File: src/rtl/s4ga_feeder.sv
// s4ga_feeder: byte FIFO feeding a nibble serializer for s4ga configuration.
// Each byte leaves as two nibbles, low nibble first, at up to one nibble per clock.
// Frames of FRAME_NIBBLES nibbles are marked by a frame_done pulse.
// Optional feature: define S4GA_FEEDER_UNDERRUN_EN to enable sticky detection
// of mid-frame starvation on the underrun output. Otherwise underrun is tied low.
module s4ga_feeder #(
    parameter int DEPTH         = 4,
    parameter int FRAME_NIBBLES = 16
) (
    input  logic       clk,
    input  logic       rst,
    input  logic [7:0] in_data,
    input  logic       in_valid,
    output logic       in_ready,
    output logic [3:0] si,
    output logic       si_valid,
    output logic       frame_done,
    output logic       underrun
);

    localparam int AW  = $clog2(DEPTH);
    localparam int CTW = AW + 1;
    localparam int CW  = $clog2(FRAME_NIBBLES);
    localparam logic [CW-1:0]  LAST_NIB = CW'(FRAME_NIBBLES - 1);
    localparam logic [CTW-1:0] FULL_CNT = CTW'(DEPTH);

    typedef enum logic [1:0] {
        IDLE = 2'd0,
        LO   = 2'd1,
        HI   = 2'd2
    } state_t;

    // FIFO storage. The read is asynchronous so that a byte written at one
    // edge can be popped at the very next edge, which the nibble latency needs.
    logic [7:0]     mem [DEPTH];
    logic [AW-1:0]  wr_ptr_reg;
    logic [AW-1:0]  rd_ptr_reg;
    logic [CTW-1:0] count_reg;
    logic           push;
    logic           pop;
    logic           fifo_empty;
    logic [7:0]     head;

    // Serializer state and registered outputs.
    state_t         state_reg;
    state_t         state_next;
    logic [3:0]     hi_nib_reg;
    logic [3:0]     hi_nib_next;
    logic [3:0]     si_reg;
    logic [3:0]     si_next;
    logic           si_valid_reg;
    logic           si_valid_next;
    logic           frame_done_reg;
    logic           frame_done_next;
    logic [CW-1:0]  cnt_reg;
    logic [CW-1:0]  cnt_next;

    // in_ready depends only on stored occupancy, so a full FIFO never
    // accepts a byte even on a cycle where it is also being popped.
    assign in_ready   = (count_reg < FULL_CNT);
    assign push       = in_valid && in_ready;
    assign fifo_empty = (count_reg == '0);
    assign head       = mem[rd_ptr_reg];

    assign si         = si_reg;
    assign si_valid   = si_valid_reg;
    assign frame_done = frame_done_reg;

    // Write the accepted byte into the slot at the write pointer.
    always_ff @(posedge clk) begin
        if (push) begin
            mem[wr_ptr_reg] <= in_data;
        end
    end

    // FIFO pointers and occupancy; pointers wrap naturally at DEPTH.
    always_ff @(posedge clk) begin
        if (rst) begin
            wr_ptr_reg <= '0;
            rd_ptr_reg <= '0;
            count_reg  <= '0;
        end else begin
            if (push) begin
                wr_ptr_reg <= wr_ptr_reg + AW'(1);
            end
            if (pop) begin
                rd_ptr_reg <= rd_ptr_reg + AW'(1);
            end
            case ({push, pop})
                2'b10:   count_reg <= count_reg + CTW'(1);
                2'b01:   count_reg <= count_reg - CTW'(1);
                default: count_reg <= count_reg;
            endcase
        end
    end

    // Next-state, pop decision and next values of the registered outputs.
    always_comb begin
        state_next      = state_reg;
        hi_nib_next     = hi_nib_reg;
        pop             = 1'b0;
        si_next         = 4'd0;
        si_valid_next   = 1'b0;
        case (state_reg)
            IDLE, HI: begin
                if (!fifo_empty) begin
                    pop           = 1'b1;
                    hi_nib_next   = head[7:4];
                    si_next       = head[3:0];
                    si_valid_next = 1'b1;
                    state_next    = LO;
                end else begin
                    state_next    = IDLE;
                end
            end
            LO: begin
                si_next       = hi_nib_reg;
                si_valid_next = 1'b1;
                state_next    = HI;
            end
            default: begin
                state_next = IDLE;
            end
        endcase

        // The counter holds the index of the next nibble to be presented.
        frame_done_next = si_valid_next && (cnt_reg == LAST_NIB);
        cnt_next        = cnt_reg;
        if (si_valid_next) begin
            cnt_next = (cnt_reg == LAST_NIB) ? '0 : cnt_reg + CW'(1);
        end
    end

    // Register serializer state, counter and all outputs.
    always_ff @(posedge clk) begin
        if (rst) begin
            state_reg      <= IDLE;
            hi_nib_reg     <= 4'd0;
            si_reg         <= 4'd0;
            si_valid_reg   <= 1'b0;
            frame_done_reg <= 1'b0;
            cnt_reg        <= '0;
        end else begin
            state_reg      <= state_next;
            hi_nib_reg     <= hi_nib_next;
            si_reg         <= si_next;
            si_valid_reg   <= si_valid_next;
            frame_done_reg <= frame_done_next;
            cnt_reg        <= cnt_next;
        end
    end

`ifdef S4GA_FEEDER_UNDERRUN_EN
    logic underrun_reg;

    // Sticky flag: the serializer went idle after a high nibble while the
    // frame was still incomplete (counter not back at zero).
    always_ff @(posedge clk) begin
        if (rst) begin
            underrun_reg <= 1'b0;
        end else if ((state_reg == HI) && fifo_empty && (cnt_reg != '0)) begin
            underrun_reg <= 1'b1;
        end
    end

    assign underrun = underrun_reg;
`else
    assign underrun = 1'b0;
`endif

endmodule
File: config.mk
export PLATFORM = sky130hd
export DESIGN_NAME = s4ga_feeder
export DESIGN_NICKNAME = d
export VERILOG_FILES = /design/src/rtl/s4ga_feeder.sv
export SDC_FILE = /design/constraint.sdc
export NUM_CORES = 1
export LEC_CHECK = 0
export ABC_AREA = 1
export BUFFER_PORTS_ARGS = -buffer_cell sky130_fd_sc_hd__buf_2
export CAP_MARGIN = 20
export CORE_UTILIZATION = 43
export DETAILED_ROUTE_END_ITERATION = 8
export GPL_TIMING_DRIVEN = 0
export HOLD_SLACK_MARGIN = 0.05
export PLACE_DENSITY = 0.58
export SYNTH_ARGS = -nofsm -noshare
export SYNTH_HDL_FRONTEND = slang
export SYNTH_SLANG_ARGS = --single-unit
File: constraint.sdc
create_clock -name clk -period 4.4 [get_ports clk]
set_clock_uncertainty 0.2 [all_clocks]
set_input_delay 0.66 -clock clk [delete_from_list [all_inputs] [get_ports clk]]
set_output_delay 0.66 -clock clk [all_outputs]
set_load 0.02 [all_outputs]
-- Yosys cells after proc, flatten, opt, wreduce, memory -nomap -nowiden
Memory sizes are Yosys's and may differ from the RTL's. A register that Yosys moved wholly into a read port is not among the register bits.
Index checks and enable logic that the tools add are counted.
W data, S select, Z words.
- equality and inequality tests: 5
- bitwise logic cells: 1
- $add $sub $neg: 5
- reduce and logical (&&, ||, !) cells: 7
- order comparisons: 1
- multiplexer cells: 13
- operator list (operator ; number):
    $mux W4 ; 2
    $pmux W4 S2 ; 1
    $pmux W3 S2 ; 1
    $mux W1 ; 5
    $add A2 B1 Y2 const B ; 2
    $add A4 B1 Y4 const B ; 1
    $eq A2 B1 Y1 const B ; 2
    $eq A2 B2 Y1 const B ; 2
    $eq A4 B4 Y1 const B ; 1
    $mux W2 ; 2
    $pmux W2 S2 ; 1
    $add A3 B1 Y3 const B ; 1
    $logic_not A3 Y1 ; 1
    $lt A3 B3 Y1 const B ; 1
    $sub A3 B1 Y3 const B ; 1
    $logic_and A1 B1 Y1 ; 2
    $logic_not A2 Y1 ; 1
    $pmux W1 S2 ; 1
    $reduce_and A2 Y1 ; 1
    $reduce_bool A2 Y1 ; 1
    $reduce_or A2 Y1 ; 1
    $not A1 Y1 ; 1
- output and inout bits: 8
- memory bits (writable): 32
- word-level logic and storage cells: 42
- register bits after elaboration: 23
- memories kept: 1
- memories (name ; words ; width ; rd ports ; clocked after memory_dff ; write ports ; RTL line ; text):
    mem ; 4 ; 8 ; 1 ; 1 ; 1 ; 35 ; logic [7:0] mem [DEPTH];

-- Logic depth before layout (Yosys ltp)
Gate-level depths: netlist of run 1.
- word-level depth: 5
- gate-level depth with buffers: 12
- gate-level depth less buffers: 11

-- Least setup slack after synthesis of run 1
No wires, ideal clock.
- path kind: in2reg
- from: input port in_valid
- to: register count_reg[2]
- slack: 2.265 ns
- required time: 4.130 ns
- path buffers: 0
- stages on the path: 8
- arrival time: 1.865 ns
- path through: nand2_2 > ha_1 > inv_1 > fa_1 > or2_2 > nand2_1 > o21ai_0 > a21oi_1
- word-level cells in the longest chain between the ends: 3
- ends and longest elaborated chain (element ; RTL line ; text):
    from (decl) ; 13 ; input logic in_valid,
    $logic_and A1 B1 Y1 * ; 61 ; assign push = in_valid && in_ready;
    $eq A2 B1 Y1 / $eq A2 B2 Y1 (equally long branches) ; 89 ; case ({push, pop})
    $pmux W3 S2 / $reduce_bool A2 Y1 (equally long branches) ; n/a ;
    to (signal assigned) ; 90 ; 2'b10: count_reg <= count_reg + CTW'(1);
    to (signal assigned) ; 91 ; 2'b01: count_reg <= count_reg - CTW'(1);
    to (signal assigned) ; 92 ; default: count_reg <= count_reg;
    to (decl) ; 38 ; logic [CTW-1:0] count_reg;
Every way passes the cells marked *; elsewhere a longest branch is shown, timed or not.
A chain may end at the register's enable or synchronous reset.

-- Worst setup path in the final report of run 1
- from: register count_reg[1]
- to: register count_reg[2]
- word-level cells in the longest chain between the ends: 5
- ends and longest elaborated chain (element ; RTL line ; text):
    $logic_not A3 Y1 * ; 62 ; assign fifo_empty = (count_reg == '0);
    $mux W1 * ; 106 ; if (!fifo_empty) begin
    $mux W1 * ; 104 ; case (state_reg)
    named net pop ; 40 ; logic pop;
    $eq A2 B1 Y1 / $eq A2 B2 Y1 (equally long branches) ; 89 ;
    $pmux W3 S2 / $reduce_bool A2 Y1 (equally long branches) ; n/a ;
The timed path passes the listed nets; every way through them passes the cells marked *.

==> metrics, run 1 <==
worst hold path type=register to register; Crit. End Element=register; Pins Over Slew Limit=0; Critical Path Source Type=register; Relative slew margins=a little under half; crit path time final=2.192 ns; Commonest cells post-synth=nand2_1 (43), nor2_1 (40), edfxtp_1 (32), dfxtp_1 (25), inv_1 (20); Starting Density=about 45%; worst slew pin tran=around 0.79 ns; root buffer cell=clkbuf_8; GRT Total Usage=~16%; first-iteration detailed-routing DRC count=86; initial antenna violation count=0; max reg flops=32; DR pass1 iterations=4; Synth Flop Type=edfxtp_1; Final ANT Viol Nets=0; Leakage=~1.1 nW; Clk pin slew, worst setup/hold paths=0.06 ns; utilization after layout=approximately 52%; first-pass GRT wire length=~6.3 mm; dominant cell by count in the synthesized netlist=nand2_1; largest net degree at the start of global routing=11; share of cells above drive strength 1=about a fifth; Peak VDD IR=about 0.00027 V; Synth Cell Area=between 2000 and 2500 sq um; Worst-Skew Late Latency=around 0.33 ns; CTS tree=built; Finished Layout Cells=337; die area=5759 sq um; Seq/Total Area, Yosys=62.26%; ANT cells=0; Final GP Congestion=around 0.77; fmax=around 460 MHz; Layout fillers=472; area of the multi-input gates=a little over 700 sq um; WS Path Type=register to register; max cap viols=0; Layout Nets=280; HPWL Detailed=approximately 2.7 mm; CTS sink count=57; post-CTS resize count=0; Top reg by flops=mem; synthesized area per cell=10.03 sq um; grt total ovfl=0; DP Cell Count=between 300 and 400; clock tree buffer depth=2; Post-Route WL=3.943 mm; # DRC=0; synth unique cells=25; Routed wire per std cell=roughly 12 um; vias in the first global route=roughly 1400; CTS Hold Bufs=0; CP Max Fanout=10; area grow syn2layout=13.91%; die span in y=between 70 and 80 um; I/O Pins=19; pwr dens=roughly 640 nW/um^2; fin crit share=about half; PortBufs=17; Die X-Extent=75.89 um; Final Power=between 0.0015 and 0.002 W; Warnings, synthesis=0; drt via density=approximately 4.6; Setup violations, final=0; unrepaired setup endpoints after global routing=false; critical path arrival=approximately 2.3 ns; Post-CTS Setup Inserts=0; WP data required=4.47 ns; status=completed; Yosys top cell by area=edfxtp_1; final hold violations=0; Mapped Nets=about 250; via count=approximately 1500; CTS buffer count=9; number of synthesized flops with an enable pin=32; synth top area cells=edfxtp_1 (41%), dfxtp_1 (21%), nand2_1 (6.9%), nor2_1 (6.4%), ha_1 (3.2%); Storage cell area=between 1000 and 1500 sq um; Core Region=a little over 5000 sq um; Syn Inst Count=approximately 230; # rows=26; final setup TNS=0 ns; H-tree levels=3; share of the synthesized area in the top cell type=40.94%; Yosys reg bits=57; Async S/R FF share, synth=0%
path summary, 6_finish.rpt:
kind                              startpoint                        end  slack (ns)  depth (start not counted)
setup reg to reg   count_reg[1]$_SDFFE_PP0P_  count_reg[2]$_SDFFE_PP0P_        2.21                         12
hold / removal    hi_nib_reg[0]$_SDFFE_PP0P_           si[0]$_SDFF_PP0_        0.27                          2
setup / recovery   count_reg[1]$_SDFFE_PP0P_  count_reg[2]$_SDFFE_PP0P_        2.21                         12
hold reg to reg   hi_nib_reg[0]$_SDFFE_PP0P_           si[0]$_SDFF_PP0_        0.27                          2
layer usage:
layer	up-vias	routed length, um	global-route usage [%]
met1	699	1923	20.81
met3	7	153	5.159
met5	-	0	0
met2	27	1796	23.99
li1	811	-	-
met4	0	70	10.49
layout by cell type (no fill, tap or decap), drive strengths merged:
cell type / instances
nand2: 50
nor2: 42
edfxtp: 32
o21ai: 26
dfxtp: 25
inv: 25
buf: 24
a21oi: 14
clkbuf: 12
ha: 6
clkinv: 5
nand3: 2
xor2: 1
or2: 1
fa: 1
conb: 1
report_power, final:
part / leakage, nW / total, W / internal, W / switching [W]
Sequential: 0.499 / 0.000719 / 0.000674 / 0.0000457
Clock: 0.0819 / 0.000386 / 0.000197 / 0.000189
Combinational: 0.522 / 0.000615 / 0.000216 / 0.000399
Total: 1.10 / 0.00172 / 0.00109 / 0.000634
critical path: stages, from the launching register on:
cell	delay, ns
dfxtp_1	0.37
nor2_2	0.05
nand2_2	0.07
nand2_4	0.10
inv_4	0.08
buf_6	0.13
ha_1	0.14
inv_1	0.06
fa_1	0.37
or2_2	0.30
nand2_1	0.08
o21ai_0	0.07
a21oi_1	0.10
per-stage QoR:
step,instance area (sq um),hold WS (ns),setup slack [ns]
floorplan,2347,0.2521,2.265
global placement,2520,0.2652,2.056
detailed placement,2520,0.2690,2.031
CTS,2674,0.2761,2.200
global route,2674,0.2959,2.018
finish,2674,0.2744,2.208
layout make-up:
cell class	instances	area share, %
Sequential cell	57	54.66
Timing Repair Buffer	17	3.182
Clock inverter	5	0.8423
Buffer	8	2.387
Inverter	25	3.603
Tap cell	70	3.276
Multi-Input combinational cell	144	27.14
Clock buffer	11	4.913
logic make-up after synthesis:
logic type,synth area share (%)
compound gates,9.328
xor+xnor,0.3732
fa+ha+maj,4.051
buf+inv,6.822
flops,62.26
other cells,0.1598
simple gates,17.00
Note: power is estimated with default switching activity, not from simulation.
==> run 2, diff against run 1 <==
- PLACE_DENSITY: 0.58 -> 0.61
- clock period: 4.4 -> 1.96 ns (I/O delays scaled with it)
==> metrics, run 2 (same netlist as run 1, synthesis figures left out) <==
status=completed; Pins Over Slew Limit=0; pwr dens=around 1500 nW/um^2; Leakage=between 1 and 1.5 nW; max cap viols=0; root buffer cell=clkbuf_8; HPWL Detailed=2.728 mm; CTS buffer count=9; Hold Path End=wr_ptr_reg[0]$_SDFFE_PP0P_; Worst R2R Path Depth=11; Crit. End Element=register; Die X-Extent=~76 um; WHS=0.1328 ns; H-tree levels=3; Final Power=0.004438 W; Int Power=around 0.0029 W; crit path time final=~1.8 ns; ANT cells=0; Layout fillers=between 400 and 500; unrepaired setup endpoints after global routing=false; CTS sink count=57; Top reg by flops=mem; Clock power frac=between 20% and 30%; largest net degree at the start of global routing=14; Final GP Congestion=between 0.6 and 0.7; vias in the first global route=around 1500; Routed wire per std cell=11.82 um; Layout Nets=between 200 and 300; initial antenna violation count=0; Finished Layout Cells=348; PortBufs=17; die area=~5800 sq um; GRT Total Usage=17.28%; fin crit share=a little over nine tenths; final hold violations=0; share of cells above drive strength 1=roughly a quarter; # DRC=0; WS Path Type=register to register; Worst-Skew Late Latency=0.32 ns; first-pass GRT wire length=around 6.8 mm; Core Region=5172 sq um; Clk pin slew, worst setup/hold paths=0.06 ns; drt via density=around 4.5; Setup violations, final=0; CTS tree=built; Psw=0.001503 W; hold path start=in_valid; clock tree buffer depth=2; # rows=26; CP Max Fanout=5; final setup TNS=0 ns; DR pass1 iterations=4; most frequent cells in the layout=nand2_1 (43), nor2_1 (38), edfxtp_1 (32); Critical Path Source Type=register; worst reg2reg path endpoint=count_reg[2]$_SDFFE_PP0P_; Post-Route WL=4.114 mm; I/O Pins=19; switching part of the total power=33.87%; worst hold path type=input pin to register; fmax=around 540 MHz; Relative slew margins=49.97%; commonest non-fill, non-tap cell in the layout=nand2_1; DP Worst Slack=-0.08240 ns; Peak VDD IR=~0.00066 V; Starting Density=~45%; DP Cell Count=321; register share of total power=between 30 and 40%; worst setup margin=roughly 0.12 ns; Final ANT Viol Nets=0; hold depth=3; max reg flops=32; area grow syn2layout=23.40%; first-iteration detailed-routing DRC count=between 60 and 70; critical path arrival=between 1.5 and 2 ns; via count=1564; die span in y=around 76 um; grt total ovfl=0; Comb pwr share=34.5%; WP data required=about 2 ns; Crit Reg-Reg Startpoint=count_reg[1]$_SDFFE_PP0P_; reg2reg setup slack=roughly 0.12 ns; worst slew pin tran=approximately 0.75 ns
==> run 2: stage by stage <==
| stage | utilization [%] | area (sq um) |
|---|---|---|
| after floorplan | - | 2367 |
| after global placement | 49.11 | 2540 |
| after detailed placement | 49.11 | 2540 |
| after CTS | 55.30 | 2860 |
| after global routing | 56.00 | 2897 |
| final | 56.00 | 2897 |
==> run 2: how the worst max path moves through the flow <==
stage	from	slack, ns	depth (start not counted)	to
floorplan	count_reg[1]$_SDFFE_PP0P_	0.04	12	count_reg[2]$_SDFFE_PP0P_
global placement	count_reg[1]$_SDFFE_PP0P_	-0.07	12	count_reg[2]$_SDFFE_PP0P_
detailed placement	count_reg[0]$_SDFFE_PP0P_	-0.08	12	count_reg[2]$_SDFFE_PP0P_
CTS	count_reg[0]$_SDFFE_PP0P_	0.02	11	count_reg[2]$_SDFFE_PP0P_
global route	count_reg[1]$_SDFFE_PP0P_	0.01	11	count_reg[2]$_SDFFE_PP0P_
finish	count_reg[1]$_SDFFE_PP0P_	0.12	11	count_reg[2]$_SDFFE_PP0P_
==> run 2: layout make-up <==
cell class	instances	area [sq um]	share of cell area, %
buffer	7	52.55	1.814
clock buffer	10	127.6	4.406
clock inverter	6	106.4	3.672
inverter	25	101.3	3.499
multi-input combinational	144	758.2	26.18
sequential	57	1465	50.58
tap	70	87.58	3.024
timing repair buffer	29	197.7	6.825
==> run 2: what timing repair did <==
item	CTS	global route
endpoints found under the setup margin	2	18
resized for setup	0	8
hold buffers	9	0
hold endpoints to repair	33	0
pin swaps	1	0
setup buffers	1	2
==> run 2: power groups by stage <==
stage | combinational [W] | clock (W) | sequential, W
final | 0.00153 | 0.00128 | 0.00162
after global routing | 0.00176 | 0.00137 | 0.00165
after CTS | 0.00145 | 0.00131 | 0.00163
after detailed placement | 0.00145 | 0 | 0.00165
after global placement | 0.00143 | 0 | 0.00165
after floorplan | 0.00107 | 0 | 0.00169
==> run 2: worst max-delay path, stage by stage (launching register included) <==
cell     delay [ns]
dfxtp_2        0.35
nor2_2         0.05
nand2_4        0.07
nand2_4        0.07
inv_8          0.07
ha_4           0.12
inv_2          0.04
fa_2           0.33
or2_4          0.25
nand2_1        0.07
o21ai_1        0.06
a21oi_1        0.10
==> run 2: layer usage <==
metal	vias to the layer above	track usage [%]	wire length [um]	part of all wire, %
met2	21	27.73	2021	49
li1	833	-	-	-
met4	0	9.877	63	1.5
met3	7	5.159	117	2.8
met5	-	0	0	0
met1	703	20.68	1911	46
==> run 3, diff against run 2 <==
- CTS_BUF_LIST: default -> sky130_fd_sc_hd__clkbuf_8
==> metrics, run 3 (same netlist as run 1, synthesis figures left out) <==
area grow syn2layout=23.40%; Final ANT Viol Nets=0; CP Max Fanout=5; WL met1=1.910 mm; drt via density=around 4.5; worst slew pin tran=around 0.74 ns; via count=1561; Layout fillers=463; WS Path Type=register to register; I/O Pins=19; GRT Total Usage=between 15 and 20%; Routed wire per std cell=11.81 um; PortBufs=17; Core Region=between 5000 and 6000 sq um; die span in y=between 70 and 80 um; area of the multi-input gates=between 700 and 800 sq um; # rows=26; crit path time final=1.838 ns; Setup violations, final=0; Peak VDD IR=around 0.00066 V; commonest non-fill, non-tap cell in the layout=nand2_1; Worst-Skew Late Latency=between 0.3 and 0.4 ns; Final GP Congestion=0.6683; status=completed; share of cells above drive strength 1=about a quarter; WP data required=slightly above 2 ns; Starting Density=between 40 and 50%; vias in the first global route=1466; worst hold path type=input pin to register; Design Area, Final=between 2000 and 3000 sq um; H-tree levels=3; first-pass GRT wire length=between 6 and 7 mm; DR pass1 iterations=4; CTS buffer count=9; # DRC=0; pwr dens=1530 nW/um^2; Post-Route WL=4.109 mm; HPWL Detailed=2.728 mm; WHS=between 0.1 and 0.15 ns; Layout Nets=around 290; final hold violations=0; CTS tree=built; grt total ovfl=0; Relative slew margins=about half; max reg flops=32; root buffer cell=clkbuf_8; DR top layer=met4; largest net degree at the start of global routing=14; Pins Over Slew Limit=0; first-iteration detailed-routing DRC count=62; die area=5759 sq um; Crit. End Element=register; ANT cells=0; Die X-Extent=approximately 76 um; critical path arrival=approximately 1.9 ns; met2 routed WL=2.017 mm; Post-DP Area=2540 sq um; Leakage=~1.2 nW; Critical Path Source Type=register; CTS sink count=57; DR WL met3=~120 um; Clk pin slew, worst setup/hold paths=0.06 ns; utilization after layout=a little under three fifths; Top reg by flops=mem; unrepaired setup endpoints after global routing=false; fin crit share=a little over nine tenths; most frequent cells in the layout=nand2_1 (43), nor2_1 (38), edfxtp_1 (32); max cap viols=0; Storage cell area=between 1000 and 1500 sq um; initial antenna violation count=0; fmax=544.0 MHz; clock tree buffer depth=2
[run 3: cell count changes in the layout (fill, tap and decap cells not counted), sizes merged]
| cell | delta |
|---|---|
| clkbuf | -1 |
| inv | +1 |
[run 3: path summary, 6_finish.rpt]
check / cells past startpoint / startpoint / slack, ns / endpoint
setup / recovery: 11 / count_reg[1]$_SDFFE_PP0P_ / 0.12 / count_reg[2]$_SDFFE_PP0P_
hold / removal: 3 / in_valid / 0.13 / wr_ptr_reg[0]$_SDFFE_PP0P_
setup reg to reg: 11 / count_reg[1]$_SDFFE_PP0P_ / 0.12 / count_reg[2]$_SDFFE_PP0P_
hold reg to reg: 2 / hi_nib_reg[2]$_SDFFE_PP0P_ / 0.28 / si[2]$_SDFF_PP0_
[run 3: per-stage QoR]
step,std cells,worst slack [ns],total power [W],TNS (ns)
after floorplan,234,0.04084,0.002757,0
after global placement,321,-0.06803,0.003073,-0.07116
after detailed placement,321,-0.08240,0.003099,-0.09546
after CTS,346,0.01838,0.004387,0
after global routing,348,0.01497,0.004778,0
final,348,0.1218,0.004433,0
[run 3: worst max-delay path: stages, from the launching register on]
cell and delay (ns):
dfxtp_2 0.35, nor2_2 0.05, nand2_4 0.07, nand2_4 0.07
inv_8 0.07, ha_4 0.12, inv_2 0.04, fa_2 0.33
or2_4 0.25, nand2_1 0.07, o21ai_1 0.06, a21oi_1 0.10
[run 3: routing by layer]
layer / vias up / global-route usage [%]
met1: 699 / 20.68
met2: 21 / 27.73
met5: - / 0
li1: 834 / -
met4: 0 / 9.877
met3: 7 / 5.159
[run 3: cell type report]
class	count	share of cell area (%)
Buffer	7	1.814
Clock buffer	9	4.276
Clock inverter	7	3.801
Inverter	25	3.499
Multi-Input combinational cell	144	26.18
Sequential cell	57	50.58
Tap cell	70	3.024
Timing Repair Buffer	29	6.825
[run 3: what timing repair did]
item / in CTS / in global routing
endpoints found under the hold margin: 33 / 0
setup buffers: 1 / 2
setup endpoints to repair: 2 / 18
hold buffers: 9 / 0
gates resized for setup: 0 / 8
pin swaps: 1 / 0
[run 3: where the power goes]
part           internal [W]  switching [W]  leakage [nW]
sequential          0.00152       0.000106         0.500
combinational      0.000580       0.000951         0.573
clock              0.000833       0.000446         0.118
total               0.00293        0.00150          1.19
